## config.mk

```make
export PLATFORM = sky130hd
export DESIGN_NAME = mem_access_ctrl
export DESIGN_NICKNAME = d
export VERILOG_FILES = /design/src/rtl/mem_pkg.sv /design/src/rtl/mem_req_checker.sv /design/src/rtl/mem_access_ctrl.sv
export SDC_FILE = /design/constraint.sdc
export NUM_CORES = 1
export LEC_CHECK = 0
export BUFFER_PORTS_ARGS = -buffer_cell sky130_fd_sc_hd__buf_2
export CAP_MARGIN = 20
export CORE_MARGIN = 2
export CORE_UTILIZATION = 25
export CTS_CLUSTER_DIAMETER = 100
export DETAILED_ROUTE_END_ITERATION = 10
export PLACE_DENSITY = 0.46
export SKIP_LAST_GASP = 1
export SYNTH_ARGS = -nofsm -noshare
export SYNTH_HDL_FRONTEND = slang
export SYNTH_SLANG_ARGS = --single-unit
```

## constraint.sdc

```tcl
create_clock -name clk -period 2.9 [get_ports clk]
set_clock_uncertainty 0.05 [all_clocks]
set_input_delay 0.29 -clock clk [delete_from_list [all_inputs] [get_ports clk]]
set_output_delay 0.29 -clock clk [all_outputs]
set_load 0.02 [all_outputs]
```

## src/rtl/mem_pkg.sv

```systemverilog
// Shared definitions for the memory access controller: bus width, access
// size encodings, fault cause codes, FSM states and a saturating increment.
package mem_pkg;

  localparam int BUS_WIDTH = 32;

  // Access size encodings as seen on req_size / mem_size.
  localparam logic [1:0] BYTE      = 2'b00;
  localparam logic [1:0] HALF_WORD = 2'b01;
  localparam logic [1:0] WORD      = 2'b10;

  // Fault cause codes reported on resp_cause.
  localparam logic [1:0] CAUSE_NONE     = 2'd0;
  localparam logic [1:0] CAUSE_MISALIGN = 2'd1;
  localparam logic [1:0] CAUSE_RANGE    = 2'd2;
  localparam logic [1:0] CAUSE_IWRITE   = 2'd3;

  typedef enum logic [1:0] {
    ST_IDLE   = 2'd0,
    ST_ACCESS = 2'd1,
    ST_WAIT   = 2'd2,
    ST_RESP   = 2'd3
  } state_e;

  // Debug counters stick at all-ones instead of wrapping.
  function automatic logic [15:0] sat_inc(input logic [15:0] v);
    return (v == 16'hFFFF) ? v : v + 16'd1;
  endfunction

endpackage

```

## src/rtl/mem_req_checker.sv

```systemverilog
// Combinational request classifier: out of range beats misalignment, which
// beats a store into the read-only instruction region.
module mem_req_checker
  import mem_pkg::*;
#(
  parameter int MEM_BYTES   = 256,
  parameter int INSTR_LIMIT = 64
) (
  input  logic [BUS_WIDTH-1:0] addr_i,
  input  logic [1:0]           size_i,
  input  logic                 wr_i,
  output logic                 fault_o,
  output logic [1:0]           cause_o
);

  localparam logic [BUS_WIDTH-1:0] RANGE_END = BUS_WIDTH'(MEM_BYTES);
  localparam logic [BUS_WIDTH-1:0] INSTR_END = BUS_WIDTH'(INSTR_LIMIT);

  logic misalign;

  // Classify the request with a fixed priority chain.
  always_comb begin
    misalign = ((size_i == WORD) && (addr_i[1:0] != 2'b00)) ||
               ((size_i == HALF_WORD) && addr_i[0]) ||
               (size_i == 2'b11);
    fault_o  = 1'b0;
    cause_o  = CAUSE_NONE;
    if (addr_i >= RANGE_END) begin
      fault_o = 1'b1;
      cause_o = CAUSE_RANGE;
    end else if (misalign) begin
      fault_o = 1'b1;
      cause_o = CAUSE_MISALIGN;
    end else if (wr_i && (addr_i < INSTR_END)) begin
      fault_o = 1'b1;
      cause_o = CAUSE_IWRITE;
    end
  end

endmodule

```

## src/rtl/mem_access_ctrl.sv

```systemverilog
// Multi-cycle load/store initiator: accepts one request at a time, rejects
// faulty ones without touching memory, sequences legal ones onto the memory
// ports and returns a one-cycle response. Keeps saturating debug counters.
module mem_access_ctrl
  import mem_pkg::*;
#(
  parameter int MEM_BYTES   = 256,
  parameter int INSTR_LIMIT = 64
) (
  input  logic                 clk,
  input  logic                 rst,
  input  logic                 req_valid,
  output logic                 req_ready,
  input  logic                 req_wr,
  input  logic [BUS_WIDTH-1:0] req_addr,
  input  logic [1:0]           req_size,
  input  logic                 req_ex_sel,
  input  logic [BUS_WIDTH-1:0] req_wdata,
  output logic                 resp_valid,
  output logic [BUS_WIDTH-1:0] resp_rdata,
  output logic                 resp_fault,
  output logic [1:0]           resp_cause,
  output logic                 mem_wr_en,
  output logic [BUS_WIDTH-1:0] mem_address,
  output logic [BUS_WIDTH-1:0] mem_in_val,
  output logic [1:0]           mem_size,
  output logic                 mem_sz_ex_sel,
  input  logic [BUS_WIDTH-1:0] mem_out_val,
  output logic [15:0]          stat_loads,
  output logic [15:0]          stat_stores,
  output logic [15:0]          stat_faults
);

  state_e               state_q, state_d;
  logic                 chk_fault;
  logic [1:0]           chk_cause;
  logic                 accept;
  logic                 req_wr_q;
  logic [BUS_WIDTH-1:0] mem_address_q, mem_in_val_q, resp_rdata_q;
  logic [1:0]           mem_size_q, resp_cause_q;
  logic                 mem_sz_ex_sel_q, resp_fault_q;
  logic [15:0]          stat_loads_q, stat_stores_q, stat_faults_q;

  mem_req_checker #(
    .MEM_BYTES  (MEM_BYTES),
    .INSTR_LIMIT(INSTR_LIMIT)
  ) u_checker (
    .addr_i (req_addr),
    .size_i (req_size),
    .wr_i   (req_wr),
    .fault_o(chk_fault),
    .cause_o(chk_cause)
  );

  assign accept = (state_q == ST_IDLE) && req_valid;

  // State register; reset drops any in-flight request.
  always_ff @(posedge clk) begin
    if (rst) state_q <= ST_IDLE;
    else     state_q <= state_d;
  end

  // Next-state and handshake/strobe outputs. The write strobe is gated by
  // rst so a store whose ACCESS cycle meets reset never commits.
  always_comb begin
    state_d    = state_q;
    req_ready  = 1'b0;
    resp_valid = 1'b0;
    mem_wr_en  = 1'b0;
    case (state_q)
      ST_IDLE: begin
        req_ready = ~rst;
        if (req_valid) state_d = chk_fault ? ST_RESP : ST_ACCESS;
      end
      ST_ACCESS: begin
        mem_wr_en = req_wr_q & ~rst;
        state_d   = req_wr_q ? ST_RESP : ST_WAIT;
      end
      ST_WAIT: state_d = ST_RESP;
      ST_RESP: begin
        resp_valid = 1'b1;
        state_d    = ST_IDLE;
      end
      default: state_d = ST_IDLE;
    endcase
  end

  // Request latch, memory port registers and response registers. Faulty
  // requests leave the memory ports untouched.
  always_ff @(posedge clk) begin
    if (rst) begin
      req_wr_q        <= 1'b0;
      mem_address_q   <= '0;
      mem_in_val_q    <= '0;
      mem_size_q      <= '0;
      mem_sz_ex_sel_q <= 1'b0;
      resp_rdata_q    <= '0;
      resp_fault_q    <= 1'b0;
      resp_cause_q    <= CAUSE_NONE;
    end else if (accept) begin
      req_wr_q <= req_wr;
      if (chk_fault) begin
        resp_rdata_q <= '0;
        resp_fault_q <= 1'b1;
        resp_cause_q <= chk_cause;
      end else begin
        mem_address_q   <= req_addr;
        mem_in_val_q    <= req_wdata;
        mem_size_q      <= req_size;
        mem_sz_ex_sel_q <= req_ex_sel;
      end
    end else if ((state_q == ST_ACCESS) && req_wr_q) begin
      resp_rdata_q <= '0;
      resp_fault_q <= 1'b0;
      resp_cause_q <= CAUSE_NONE;
    end else if (state_q == ST_WAIT) begin
      resp_rdata_q <= mem_out_val;
      resp_fault_q <= 1'b0;
      resp_cause_q <= CAUSE_NONE;
    end
  end

  // Debug counters advance once per completed response.
  always_ff @(posedge clk) begin
    if (rst) begin
      stat_loads_q  <= '0;
      stat_stores_q <= '0;
      stat_faults_q <= '0;
    end else if (state_q == ST_RESP) begin
      if (resp_fault_q)  stat_faults_q <= sat_inc(stat_faults_q);
      else if (req_wr_q) stat_stores_q <= sat_inc(stat_stores_q);
      else               stat_loads_q  <= sat_inc(stat_loads_q);
    end
  end

  assign mem_address   = mem_address_q;
  assign mem_in_val    = mem_in_val_q;
  assign mem_size      = mem_size_q;
  assign mem_sz_ex_sel = mem_sz_ex_sel_q;
  assign resp_rdata    = resp_rdata_q;
  assign resp_fault    = resp_fault_q;
  assign resp_cause    = resp_cause_q;
  assign stat_loads    = stat_loads_q;
  assign stat_stores   = stat_stores_q;
  assign stat_faults   = stat_faults_q;

endmodule

```

# --- After elaboration in Yosys (flattened, before gate mapping) ---
# Index checks and enable logic that the tools add are counted.
totals:
  output_inout_bits: 153
  inputBits: 103
  ff_bits: 153
  elab_cells: 76
classes:
  n_addsub: 3
  n_eq_ne: 11
  magnitude_cmp: 2
  n_reduce_logical: 15
  muxes: 25
  bitwise: 8
ops:
  columns: ["operator", "count"]
  rows:
  - ["$mux 32", 4]
  - ["$add 16x1->16 const B", 3]
  - ["$eq 16x16->1 const B", 3]
  - ["$ge 32x9->1 const B", 1]
  - ["$lt 32x7->1 const B", 1]
  - ["$mux 2", 9]
  - ["$mux 1", 11]
  - ["$eq 2x2->1 const B", 4]
  - ["$pmux 2 s4", 1]
  - ["$reduce_and 4->1", 2]
  - ["$not 1->1", 7]
  - ["$logic_and 1x1->1", 5]
  - ["$eq 2x1->1 const B", 2]
  - ["$ne 2x2->1 const B", 2]
  - ["$reduce_and 2->1", 2]
  - ["$reduce_and 3->1", 1]
  - ["$reduce_bool 3->1", 1]
  - ["$logic_not 2->1", 1]
  - ["$logic_or 1x1->1", 2]
  - ["$reduce_bool 2->1", 1]
  - ["$and 1x1->1", 1]

# --- Depth between registers and ports, before layout ---
# Gate-level depths: netlist of the first run.
logic_depth:
  word_depth: 9
  mapped_depth: 8
  depth_no_buf: 6

# --- Modules after synthesis ---
# Synthesis of the first run repeated with hierarchy kept, for this count alone.
hier_totals:
  cells_unflattened: 794
  area_unflattened_um2: 6407.4
modules_own_cells:
  columns: ["module", "instances", "seq_area_each_um2", "cells_each", "area_each_um2"]
  rows:
  - ["mem_access_ctrl", 1, 3062.9, 778, 6297.3]
  - ["mem_req_checker", 1, 0.0, 16, 110.1]

# --- Worst setup path after synthesis of the first run ---
# OpenSTA, ideal clock, no wires.
synth_timing:
  path_kind: "reg2reg"
  start: "register state_q[1]"
  end: "register stat_loads_q[5] (netlist: stat_loads[5])"
  stages_incl_launch_ff: 6
  setup_time_ns: 0.121
  slack_ns: 0.825
  synth_period_minus_slack_ns: 2.075
  path_buffers: 0
  t_required_ns: 2.729
  t_arrival_ns: 1.905
  path_cell_list: "dfxtp_1 -> ha_1 -> nor3b_2 -> nand2_1 -> a211oi_1 -> mux2_2"
synth_via:
  elab_chain_cells: 2
synth_lines:
  columns: ["item", "line", "rtl"]
  rows:
  - ["from (decl)", "mem_access_ctrl.sv:34", "state_e state_q, state_d;"]
  - ["from (signal assigned)", "mem_access_ctrl.sv:60", "else state_q <= state_d;"]
  - ["$eq 2x2->1", "mem_access_ctrl.sv:129", "end else if (state_q == ST_RESP) begin"]
  - ["$reduce_and 4->1 (no line)", null, null]
  - ["to (signal assigned)", "mem_access_ctrl.sv:132", "else stat_loads_q <= sat_inc(stat_loads_q);"]
  - ["to (decl)", "mem_access_ctrl.sv:42", "logic [15:0] stat_loads_q, stat_stores_q, stat_faults_q;"]
# No other way between the ends.
# A chain may end at the register's enable or synchronous reset.

# --- Final worst setup path of the first run ---
# Same ends and word-level chain as after synthesis.

==> impl_metrics.sql, run 1 <==
INSERT INTO impl_metrics (metric_group, metric, value, unit) VALUES
('floorplan', 'die_area', '28200', 'µm²'),
('placement', 'gp_routability_congestion', '0.788', ''),
('run', 'max-cap-violations', '0', ''),
('synthesis', 'synthesis.area_per_instance', '8.89', 'µm²'),
('floorplan', 'start_util', '25.2', '%'),
('worst_setup_path', 'worst-path-max-fanout', '9', ''),
('clock_tree', 'cts_inserted_buffers', '17', ''),
('hold_path', 'hold_path.class', 'in2reg', ''),
('final_layout', 'instances_no_fill', '1340', ''),
('clock_tree', 'max-clock-path-buffers', '2', ''),
('floorplan', 'fp-row-count', '60', ''),
('clock_tree', 'numClockSinks', '153', ''),
('hold_path', 'terminating_pin_of_the_worst_hold_path', 'mem_in_val[16]', ''),
('timing', 'timing.final.max_slew_violations', '0', ''),
('floorplan', 'fp.dieH', '168', 'µm'),
('pwr', 'power.density_cell_area', '642', 'nW/µm²'),
('synthesis', 'synthesis.yosys.warnings', '0', ''),
('worst_setup_path', 'cp.arrival', '2.63', 'ns'),
('floorplan', 'floorplan.die.width', '168', 'µm'),
('drt', 'vias_per_cell', '5.08', ''),
('timing', 'timing.final.hold_violations', '0', ''),
('worst_setup_path', 'path_class', 'reg2reg', ''),
('global_route', 'grt_antenna_before_repair', '3', ''),
('worst_setup_path', 'r2r_setup_slack', '0.53', 'ns'),
('worst_setup_path', 'worstPathCellList', 'ha_1, nor3b_2, nand2_1, a211oi_1, mux2_2', ''),
('worst_setup_path', 'crit_family', 'simple AND/OR/NAND/NOR gates', ''),
('worst_setup_path', 'setup.worst_path.start_class', 'flop', ''),
('synthesis', 'top_area_cell_type_share_of_the_netlist_area', '45.6', '%'),
('worst_setup_path', 'kind_of_end_point_of_the_critical_path', 'flop', ''),
('timing', 'max_slew.worst_pin.slew', '0.746', 'ns'),
('clock_tree', 'clock_tree.htree_level_count', '4', ''),
('timing', 'period_share', '81.7', '%'),
('timing', 'fmax', '422', 'MHz'),
('synthesis', 'netlist_area', '6720', 'µm²'),
('drt', 'detail_route.drc_violations', '0', ''),
('synthesis', 'syn_inst', '756', ''),
('pwr', 'leakagePower', '3.62', 'nW'),
('synthesis', 'ys_async_sr_fraction', '0', '%'),
('placement', 'dp.final_hpwl', '15.2', 'mm'),
('worst_setup_path', 'critical_path.reg2reg.startpoint', 'state_q[1]', ''),
('placement', 'dp_cells', '1306', ''),
('synthesis', 'synth_top_flop_cell', 'dfxtp_1', ''),
('floorplan', 'core_region_area', '26700', 'µm²'),
('drt', 'detail_route.iter0.violations', '382', ''),
('global_route', 'global_route_wire_length_before_repair', '35.2', 'mm'),
('drt', 'remaining_antenna_violation_count', '0', ''),
('synthesis', 'synth-edff-count', '0', ''),
('worst_setup_path', 'worst_ep_required_time', '3.16', 'ns'),
('synthesis', 'seq_area_frac_synth', '45.6', '%'),
('synthesis', 'yosys.cell_types.count', '47', ''),
('global_route', 'via_count_of_the_first_global_routing_pass', '6463', ''),
('timing', 'timing.final.crit_period', '2.37', 'ns'),
('global_route', 'grt_util_all_layers', '15.4', '%'),
('drt', 'aggregate_routed_wire_length', '22.3', 'mm'),
('worst_setup_path', 'reg2reg_depth', '5', ''),
('synthesis', 'yosys_register_bits', '153', ''),
('final_layout', 'nNetsFinal', '1095', ''),
('outcome', 'run_status', 'completed', ''),
('synthesis', 'yosysTopAreaCell', 'dfxtp_1', ''),
('timing', 'finalSetupViolations', '0', ''),
('drt', 'wl_per_cell', '16.7', 'µm'),
('timing', 'grt_setup_unrepaired', 'no', ''),
('worst_setup_path', 'worstPathBufferInverterCount', '0', ''),
('hold_path', 'hp-start', 'req_wdata[16]', ''),
('clock_tree', 'postCtsResizedCells', '0', ''),
('floorplan', 'io-pin-count', '256', ''),
('clock_tree', 'worst_setup_hold_path_clk_slew', '0.08', 'ns'),
('synthesis', 'syn-num-nets', '867', ''),
('clock_tree', 'cts_post_setup_buffers_inserted', '0', ''),
('worst_setup_path', 'cpMaxStageDelayCell', 'nor3b_2', ''),
('clock_tree', 'cts_tree', 'built', '');
[how the worst max path moves through the flow]
stage / depth (start not counted) / to / from / slack, ns
after CTS: 5 / stat_loads[7] / state_q[1] / 0.53
after global routing: 5 / stat_loads[11] / state_q[1] / 0.33
after detailed placement: 5 / stat_loads[5] / state_q[1] / 0.56
after global placement: 5 / stat_loads[11] / state_q[1] / 0.62
after floorplan: 5 / stat_loads[5] / state_q[1] / 0.82
final: 5 / stat_loads[5] / state_q[1] / 0.53
[cells in the final DEF (no fill, tap or decap), types with 13 or more instances in the layout]
cell	netlist	layout
mux2_2	13	13
nor4_1	13	13
buf_4	0	19
nand4_1	60	60
a311oi_1	34	34
nor2_1	24	24
or4_1	15	15
nand2_1	53	53
a21oi_1	103	103
clkbuf_16	0	17
buf_2	8	254
dfxtp_1	153	153
nor2b_1	13	13
and2_1	26	26
o31ai_1	60	60
[power by group]
group / switching (W) / internal (W) / total [W]
logic: 0.000762 / 0.000387 / 0.00115
registers: 0.0000842 / 0.00222 / 0.00230
clock network: 0.00113 / 0.00118 / 0.00231
[synth_stat cells (2+ instances only)]
| cell | n |
|---|---|
| o41ai_1 | 4 |
| nand2_1 | 53 |
| or4_1 | 15 |
| and2_1 | 26 |
| o31ai_1 | 60 |
| a311oi_1 | 34 |
| nand3b_1 | 2 |
| mux2i_1 | 3 |
| buf_2 | 8 |
| buf_1 | 7 |
| o311ai_0 | 3 |
| nor4b_1 | 3 |
| and4_1 | 12 |
| nor4_1 | 13 |
| or2_2 | 2 |
| or3_1 | 7 |
| o21ai_0 | 12 |
| mux2_2 | 13 |
| a211oi_1 | 5 |
| dfxtp_1 | 153 |
| nand3_1 | 12 |
| clkbuf_1 | 51 |
| nor3_1 | 9 |
| and3_1 | 7 |
| nor2b_1 | 13 |
| o31a_1 | 2 |
| inv_1 | 12 |
| ha_1 | 8 |
| nand4_1 | 60 |
| a21oi_1 | 103 |
| nor2_1 | 24 |
| a31oi_1 | 4 |
| a21o_1 | 2 |
[worst reg2reg max path, stage by stage, from the launching register on]
cell	delay, ns
dfxtp_1	0.40
ha_1	0.40
nor3b_2	0.46
nand2_1	0.29
a211oi_1	0.30
mux2_2	0.36
[cell families after synthesis]
group | count (synthesis) | synth area share (%)
buffers and inverters | 78 | 4.51
AND/OR/NAND/NOR | 265 | 22.6
multiplexers | 16 | 2.63
AO/OA/AOI/OAI | 236 | 23.1
adder cells (fa/ha/maj) | 8 | 1.49
flip-flops | 153 | 45.6
[state kept, by name, indices dropped and copies added (netlist names), 2 cells and up]
register     cells
stat_stores     16
stat_faults     16
mem_size         2
resp_cause       2
state_q          2
mem_address     32
resp_rdata      32
mem_in_val      32
stat_loads      16
[layer usage]
layer	track usage (%)	wire length [µm]
met5	0	16
met1	19.1	9970
met4	4.61	354
met2	25.1	10400
met3	5.52	1640
[final cells by class]
cell class                      count  area [µm²]
Antenna cell                        2        5.00
Inverter                           12        45.0
Clock buffer                       17         425
Fill cell                        2862       17700
Multi-Input combinational cell    525        3350
Tap cell                          341         427
Clock inverter                     15         191
Sequential cell                   153        3060
Timing Repair Buffer              275        1450
[stage by stage]
| step | setup WS (ns) | util, % | hold slack (ns) | instance area (µm²) |
|---|---|---|---|---|
| CTS | 0.535 | 33.6 | 0.0384 | 8960 |
| global placement | 0.620 | 31.3 | 0.386 | 8340 |
| global route | 0.328 | 33.6 | 0.0478 | 8960 |
| finish | 0.530 | 33.6 | 0.0592 | 8960 |
| floorplan | 0.825 | - | 0.388 | 6720 |
| detailed placement | 0.565 | 31.3 | 0.389 | 8340 |
Note: power is estimated with default switching activity, not from simulation.
==> inputs of run 2 (changes only) <==
PLACE_DENSITY = 0.48   (was 0.46)
clock period = 2 ns   (was 2.9 ns; I/O delays follow)
==> run 2 against run 1 <==
Against the previous run:
- register-to-register slack got worse by 0.43 ns
- setup slack got worse by 0.43 ns
- critical endpoint unchanged
- final area increased by 14%
- hold slack got worse by 0.031 ns
- largest cell class unchanged
- combinational power increased by 77%
==> impl_metrics.sql, run 2 (synthesized netlist as in run 1, its figures left out) <==
INSERT INTO impl_metrics (metric_group, metric, value, unit) VALUES
('floorplan', 'fp-row-count', '60', ''),
('final_layout', 'num-fill-cells', '2708', ''),
('floorplan', 'die_area', '28200', 'µm²'),
('pwr', 'leakagePower', '4.20', 'nW'),
('pwr', 'switching_component_of_the_power', '0.00283', 'W'),
('drt', 'aggregate_routed_wire_length', '23.4', 'mm'),
('drt', 'drtPass1Iterations', '5', ''),
('worst_setup_path', 'worst_ep_required_time', '2.26', 'ns'),
('worst_setup_path', 'setup.worst_path.start_class', 'flop', ''),
('drt', 'routed-via-count', '7262', ''),
('outcome', 'run_status', 'completed', ''),
('pwr', 'power_switching_share', '32.6', '%'),
('worst_setup_path', 'r2r_setup_slack', '0.10', 'ns'),
('worst_setup_path', 'reg2reg_depth', '6', ''),
('clock_tree', 'max-clock-path-buffers', '2', ''),
('worst_setup_path', 'path_class', 'reg2reg', ''),
('global_route', 'fraction_of_met3_tracks_used_by_global_routing', '4.77', '%'),
('timing', 'grt_setup_unrepaired', 'no', ''),
('hold_path', 'hold-path-cell-count', '3', ''),
('drt', 'remaining_antenna_violation_count', '0', ''),
('global_route', 'grt_overflow_total', '0', ''),
('pwr', 'ir_drop', '423', 'µV'),
('floorplan', 'fp.dieH', '168', 'µm'),
('timing', 'timing.final.max_slew_violations', '0', ''),
('final_layout', 'instances_no_fill', '1459', ''),
('hold_path', 'terminating_pin_of_the_worst_hold_path', 'mem_address[0]', ''),
('floorplan', 'core_region_area', '26700', 'µm²'),
('final_layout', 'layout.cells.most_common', 'buf_2', ''),
('hold_path', 'hp-start', 'req_addr[0]', ''),
('worst_setup_path', 'cp.arrival', '2.16', 'ns'),
('timing', 'timing.final.crit_period', '1.90', 'ns'),
('global_route', 'grt_start_max_net_pins', '57', ''),
('placement', 'gp_routability_congestion', '0.755', ''),
('drt', 'vias_per_cell', '4.98', ''),
('floorplan', 'io-pin-count', '256', ''),
('timing', 'period_share', '94.9', '%'),
('placement', 'port_buffers', '255', ''),
('timing', 'timing.final.hold_violations', '0', ''),
('final_layout', 'post_route_cells_drive_above_1_share', '34.5', '%'),
('global_route', 'grt.met1_usage', '21.0', '%'),
('timing', 'whs', '0.0280', 'ns'),
('final_layout', 'most-common-layout-cells', 'buf_2 (254), dfxtp_1 (151), a21oi_1 (103)', ''),
('run', 'max-cap-violations', '0', ''),
('pwr', 'total_power', '0.00868', 'W'),
('global_route', 'via_count_of_the_first_global_routing_pass', '6925', ''),
('worst_setup_path', 'timing.rr.end', 'stat_loads[5]', ''),
('worst_setup_path', 'kind_of_end_point_of_the_critical_path', 'flop', ''),
('timing', 'max_slew.worst_pin.slew', '0.497', 'ns'),
('placement', 'dp.final_hpwl', '16.0', 'mm'),
('pwr', 'p_int', '0.00585', 'W'),
('floorplan', 'floorplan.die.width', '168', 'µm'),
('final_layout', 'syn_to_final_growth', '51.6', '%'),
('final_layout', 'finish.instance_area', '10200', 'µm²'),
('global_route', 'global_route_wire_length_before_repair', '36.7', 'mm'),
('placement', 'dpl_cell_area', '8800', 'µm²'),
('global_route', 'grt_util_all_layers', '16.0', '%'),
('clock_tree', 'clock_tree.htree_level_count', '4', ''),
('clock_tree', 'worst_setup_hold_path_clk_slew', '0.07', 'ns'),
('drt', 'wl_per_cell', '16.0', 'µm'),
('worst_setup_path', 'worst-path-max-fanout', '7', ''),
('global_route', 'grt.met2_usage', '25.3', '%'),
('pwr', 'clock_power_share', '38.1', '%'),
('pwr', 'seq_power_share', '38.6', '%'),
('global_route', 'grt_antenna_before_repair', '1', ''),
('final_layout', 'nNetsFinal', '1215', ''),
('global_route', 'grt_most_used_layer', 'met2', ''),
('placement', 'dp_cells', '1353', ''),
('timing', 'setup_total_negative_slack', '0', 'ns'),
('pwr', 'combPwrFrac', '23.3', '%'),
('clock_tree', 'clock_tree.root_cell', 'clkbuf_16', ''),
('floorplan', 'start_util', '25.2', '%'),
('worst_setup_path', 'critical_path.reg2reg.startpoint', 'state_q[1]', ''),
('clock_tree', 'cts_tree', 'built', ''),
('hold_path', 'hold_path.class', 'in2reg', ''),
('clock_tree', 'worst_skew_pair.late_latency', '0.42', 'ns'),
('clock_tree', 'numClockSinks', '153', ''),
('clock_tree', 'cts_inserted_buffers', '17', ''),
('timing', 'slew_headroom', '66.9', '%'),
('timing', 'finalSetupViolations', '0', ''),
('timing', 'fmax', '527', 'MHz'),
('pwr', 'power.density_cell_area', '852', 'nW/µm²'),
('drt', 'detail_route.iter0.violations', '364', ''),
('drt', 'detail_route.drc_violations', '0', '');
-- run 2: cell types whose count changed in the layout (fill, tap and decap cells not counted), moves of 2 or more --
cell / previous run / this run
buf_12: 2 / 10
ha_1: 8 / 6
dlygate4sd3_1: 0 / 73
o31ai_2: 0 / 2
clkinv_8: 5 / 2
dfxtp_2: 0 / 2
inv_6: 2 / 7
buf_4: 19 / 57
o31ai_1: 60 / 58
inv_12: 2 / 0
dfxtp_1: 153 / 151
clkinv_4: 3 / 1
-- run 2: worst max path at each step --
stage	start	endpoint	slack [ns]
after global placement	req_addr[8]	resp_rdata[9]	0.03
after detailed placement	req_addr[8]	resp_rdata[24]	0.02
final	state_q[1]	stat_loads[5]	0.10
after floorplan	state_q[0]	resp_rdata[30]	-0.02
after CTS	state_q[0]	mem_in_val[31]	0.01
after global routing	stat_stores[0]	stat_stores[13]	0.001
-- run 2: through the flow --
stage | utilization (%) | setup slack, ns
4_1_cts | 38.0 | 0.0114
2_1_floorplan | - | -0.0219
3_3_place_gp | 33.0 | 0.0279
6_report | 38.2 | 0.101
3_5_place_dp | 33.0 | 0.0210
5_1_grt | 38.2 | 0.00139
-- run 2: final cells by class --
cell class	count	area, µm²	area share [%]
diodes	1	2.50	0.0246
clock inverters	15	174	1.71
flip-flops and latches	153	3070	30.1
clock buffers	17	425	4.18
well taps	341	427	4.19
multi-input cells	525	3410	33.4
inverters	12	45.0	0.442
repair buffers	395	2640	25.9
-- run 2: layer usage --
| layer | share of wire (%) | wire (µm) |
|---|---|---|
| met5 | 0 | 0 |
| met4 | 2.4 | 554 |
| met3 | 6.7 | 1580 |
| met2 | 45 | 10600 |
| met1 | 46 | 10700 |
-- run 2: timing repair --
item                                   4_1_cts  5_1_grt
setup buffers                                0        0
gates resized for setup                      0       13
hold buffers                                73        0
setup endpoints to repair                    0      106
endpoints found under the hold margin       73        0
-- run 2: power by group through the flow --
stage	combinational (W)	clock (W)	sequential, W
after floorplan	0.000925	0	0.00356
after global placement	0.00185	0	0.00340
after detailed placement	0.00186	0	0.00340
after CTS	0.00198	0.00344	0.00334
after global routing	0.00221	0.00357	0.00337
final	0.00203	0.00331	0.00335
-- run 2: critical path, cell delays in order (launching register included) --
cell and delay (ns):
dfxtp_1 0.36, ha_2 0.23, nor3b_4 0.23, buf_12 0.14
nand2_1 0.13, a211oi_1 0.30, mux2_2 0.36
==> inputs of run 3 (changes only) <==
ABC_AREA = 1   (was default)
ABC_CLOCK_PERIOD_IN_PS = 2000   (was default)
CORE_ASPECT_RATIO = 0.75   (was default)
==> run 3 against run 2 <==
Against the previous run:
- synthesized cell count rose by 25%
- total power grew 11%
- combinational power rose by 31%
- critical endpoint is now mem_wr_en
- wire length is 6.2% lower
- global-route usage down 0.61 points
- via count decreased by 4.4%
- maximum frequency increased by 1.2%
- critical path depth unchanged
- clock power is 3% higher
- sequential cell count did not move
- clock-buffer cell count grew 1
==> impl_metrics.sql, run 3 <==
INSERT INTO impl_metrics (metric_group, metric, value, unit) VALUES
('timing', 'finalSetupViolations', '0', ''),
('global_route', 'global_route_wire_length_before_repair', '34.1', 'mm'),
('synthesis', 'top_area_cell_type_share_of_the_netlist_area', '45.9', '%'),
('synthesis', 'syn_inst', '944', ''),
('synthesis', 'yosys.cell_types.count', '35', ''),
('final_layout', 'finish.instance_area', '9560', 'µm²'),
('worst_setup_path', 'crit_family', 'buffers and inverters', ''),
('floorplan', 'io-pin-count', '256', ''),
('synthesis', 'yosysTopAreaCell', 'dfxtp_1', ''),
('worst_setup_path', 'cp.arrival', '1.63', 'ns'),
('worst_setup_path', 'cpMaxStageDelayCell', 'dfxtp_2', ''),
('pwr', 'leakagePower', '4.29', 'nW'),
('worst_setup_path', 'worst_ep_required_time', '1.75', 'ns'),
('drt', 'detail_route.iter0.violations', '304', ''),
('clock_tree', 'clock_tree.root_cell', 'clkbuf_16', ''),
('worst_setup_path', 'worstPathCellList', 'inv_1, ha_1, nand2_4, buf_4, nor2_1, buf_2', ''),
('pwr', 'total_power', '0.00966', 'W'),
('final_layout', 'most-common-layout-cells', 'nand2_1 (304), buf_2 (254), dfxtp_1 (151)', ''),
('global_route', 'grt_start_max_net_pins', '122', ''),
('timing', 'grt_setup_unrepaired', 'no', ''),
('clock_tree', 'numClockSinks', '153', ''),
('timing', 'period_share', '93.8', '%'),
('placement', 'dpl_cell_area', '8400', 'µm²'),
('drt', 'drtPass1Iterations', '5', ''),
('synthesis', 'netlist_area', '6670', 'µm²'),
('clock_tree', 'clock_tree.htree_level_count', '4', ''),
('global_route', 'grt_overflow_total', '0', ''),
('drt', 'detail_route.drc_violations', '0', ''),
('final_layout', 'num-fill-cells', '2812', ''),
('hold_path', 'hold_path.class', 'in2reg', ''),
('drt', 'remaining_antenna_violation_count', '0', ''),
('placement', 'gp_routability_congestion', '0.822', ''),
('worst_setup_path', 'crit_path_max_incr_delay', '0.34', 'ns'),
('synthesis', 'yosys-top-cells-count', 'nand2_1 (304), dfxtp_1 (153), nor2_1 (132)', ''),
('synthesis', 'synthesis.area_per_instance', '7.07', 'µm²'),
('clock_tree', 'max-clock-path-buffers', '2', ''),
('worst_setup_path', 'worst-path-max-fanout', '9', ''),
('final_layout', 'finish.utilization', '36.6', '%'),
('floorplan', 'fp-row-count', '51', ''),
('synthesis', 'synthesis.yosys.warnings', '0', ''),
('synthesis', 'synth_most_common_cell', 'nand2_1', ''),
('pwr', 'ir_drop', '588', 'µV'),
('final_layout', 'post_route_cells_drive_above_1_share', '26.5', '%'),
('timing', 'timing.final.max_slew_violations', '0', ''),
('clock_tree', 'cts_inserted_buffers', '17', ''),
('outcome', 'run_status', 'completed', ''),
('global_route', 'grt_util_all_layers', '15.4', '%'),
('drt', 'aggregate_routed_wire_length', '21.9', 'mm'),
('global_route', 'grt_antenna_before_repair', '2', ''),
('synthesis', 'yosys_register_bits', '153', ''),
('worst_setup_path', 'setup.worst_path.start_class', 'flop', ''),
('clock_tree', 'cts_tree', 'built', ''),
('final_layout', 'layout.cells.most_common', 'nand2_1', ''),
('drt', 'vias_per_cell', '4.31', ''),
('synthesis', 'syn-num-nets', '1055', ''),
('timing', 'timing.final.crit_period', '1.88', 'ns'),
('timing', 'fmax', '533', 'MHz'),
('floorplan', 'core_region_area', '26100', 'µm²'),
('synthesis', 'seq_area_frac_synth', '45.9', '%'),
('final_layout', 'syn_to_final_growth', '43.2', '%'),
('timing', 'max_slew.worst_pin.slew', '0.592', 'ns'),
('clock_tree', 'worst_skew_pair.late_latency', '0.43', 'ns'),
('timing', 'slew_headroom', '60.5', '%'),
('global_route', 'via_count_of_the_first_global_routing_pass', '6399', ''),
('placement', 'dp.final_hpwl', '15.3', 'mm'),
('drt', 'wl_per_cell', '13.6', 'µm'),
('synthesis', 'synth_top_flop_cell', 'dfxtp_1', ''),
('clock_tree', 'worst_setup_hold_path_clk_slew', '0.06', 'ns'),
('pwr', 'power.density_cell_area', '1010', 'nW/µm²'),
('worst_setup_path', 'path_class', 'reg2out', ''),
('worst_setup_path', 'worstPathBufferInverterCount', '3', ''),
('floorplan', 'die_area', '28000', 'µm²'),
('drt', 'routed-via-count', '6945', ''),
('synthesis', 'post_synth_main_area_contributors', 'dfxtp_1 (46%), nand2_1 (17%), nor2_1 (7.4%), a21oi_1 (6.9%), nand3_1 (4.0%)', ''),
('synthesis', 'synth-edff-count', '0', ''),
('timing', 'timing.final.hold_violations', '0', ''),
('placement', 'port_buffers', '255', ''),
('timing', 'setup_total_negative_slack', '0', 'ns'),
('floorplan', 'fp.dieH', '145', 'µm'),
('final_layout', 'nNetsFinal', '1364', ''),
('floorplan', 'floorplan.die.width', '193', 'µm'),
('worst_setup_path', 'kind_of_end_point_of_the_critical_path', 'output port', ''),
('synthesis', 'ys_async_sr_fraction', '0', '%'),
('run', 'max-cap-violations', '0', ''),
('floorplan', 'start_util', '25.6', '%');
## run 3: cells by family (layout without fill, tap and decap cells)
logic type	count (synthesis)	after routing	share of synthesized area [%]
other	0	2	0
AO/OA/AOI/OAI	113	113	8.66
AND/OR/NAND/NOR	533	533	32.8
XOR/XNOR	31	31	4.07
flip-flops	153	153	45.9
adder cells (fa/ha/maj)	8	8	1.50
buffers and inverters	106	428	7.07
## run 3: power by group
| part | internal (W) | leakage, nW | total, W | switching, W |
|---|---|---|---|---|
| Clock | 0.00193 | 0.297 | 0.00342 | 0.00149 |
| Sequential | 0.00339 | 1.24 | 0.00358 | 0.000191 |
| Combinational | 0.000967 | 2.76 | 0.00266 | 0.00169 |
## run 3: metal layers
layer  vias up  GRT usage (%)  share of wire [%]
met1      3118           20.4                 46
met4         2           5.23                1.8
met5         -              0              0.073
li1       3602              -                  -
met2       201           23.0                 44
met3        22           5.67                8.2
## run 3: worst reg2reg max path: stages, from the launching register on
cell and delay, ns:
dfxtp_2 0.36, inv_1 0.09, ha_1 0.22, nand2_1 0.10, nand2_1 0.09, or2_2 0.30, nand2_2 0.13, clkinvlp_4 0.11
buf_12 0.16, nor2_1 0.10, nor2_1 0.04
## run 3: worst paths after layout
check | slack (ns) | end | startpoint | cells past startpoint
setup / recovery | 0.12 | mem_wr_en | state_q[1] | 6
hold / removal | 0.04 | req_wr_q | req_wr | 3
setup reg to reg | 0.15 | resp_rdata[6] | state_q[0] | 10
hold reg to reg | 0.38 | mem_address[17] | mem_address[17] | 2
## run 3: timing repair
item	in CTS	in global routing
setup buffers	0	1
endpoints found under the setup margin	0	44
gates resized for setup	0	5
endpoints found under the hold margin	50	0
hold buffers	50	0
## run 3: cell type report
class	instances	area, µm²	area share, %
multi-input cells	685	3140	32.9
flip-flops and latches	153	3070	32.1
repair buffers	336	2070	21.6
clock buffers	18	439	4.60
well taps	344	430	4.50
inverters	60	229	2.40
clock inverters	14	178	1.86
diodes	2	5.00	0.0524
## run 3: metrics by stage
step	setup slack (ns)	instances	hold slack [ns]
floorplan	0.122	944	0.293
global placement	0.130	1527	0.373
detailed placement	0.0534	1527	0.376
CTS	0.0312	1609	0.0141
global route	0.00520	1611	0.0250
finish	0.123	1612	0.0423
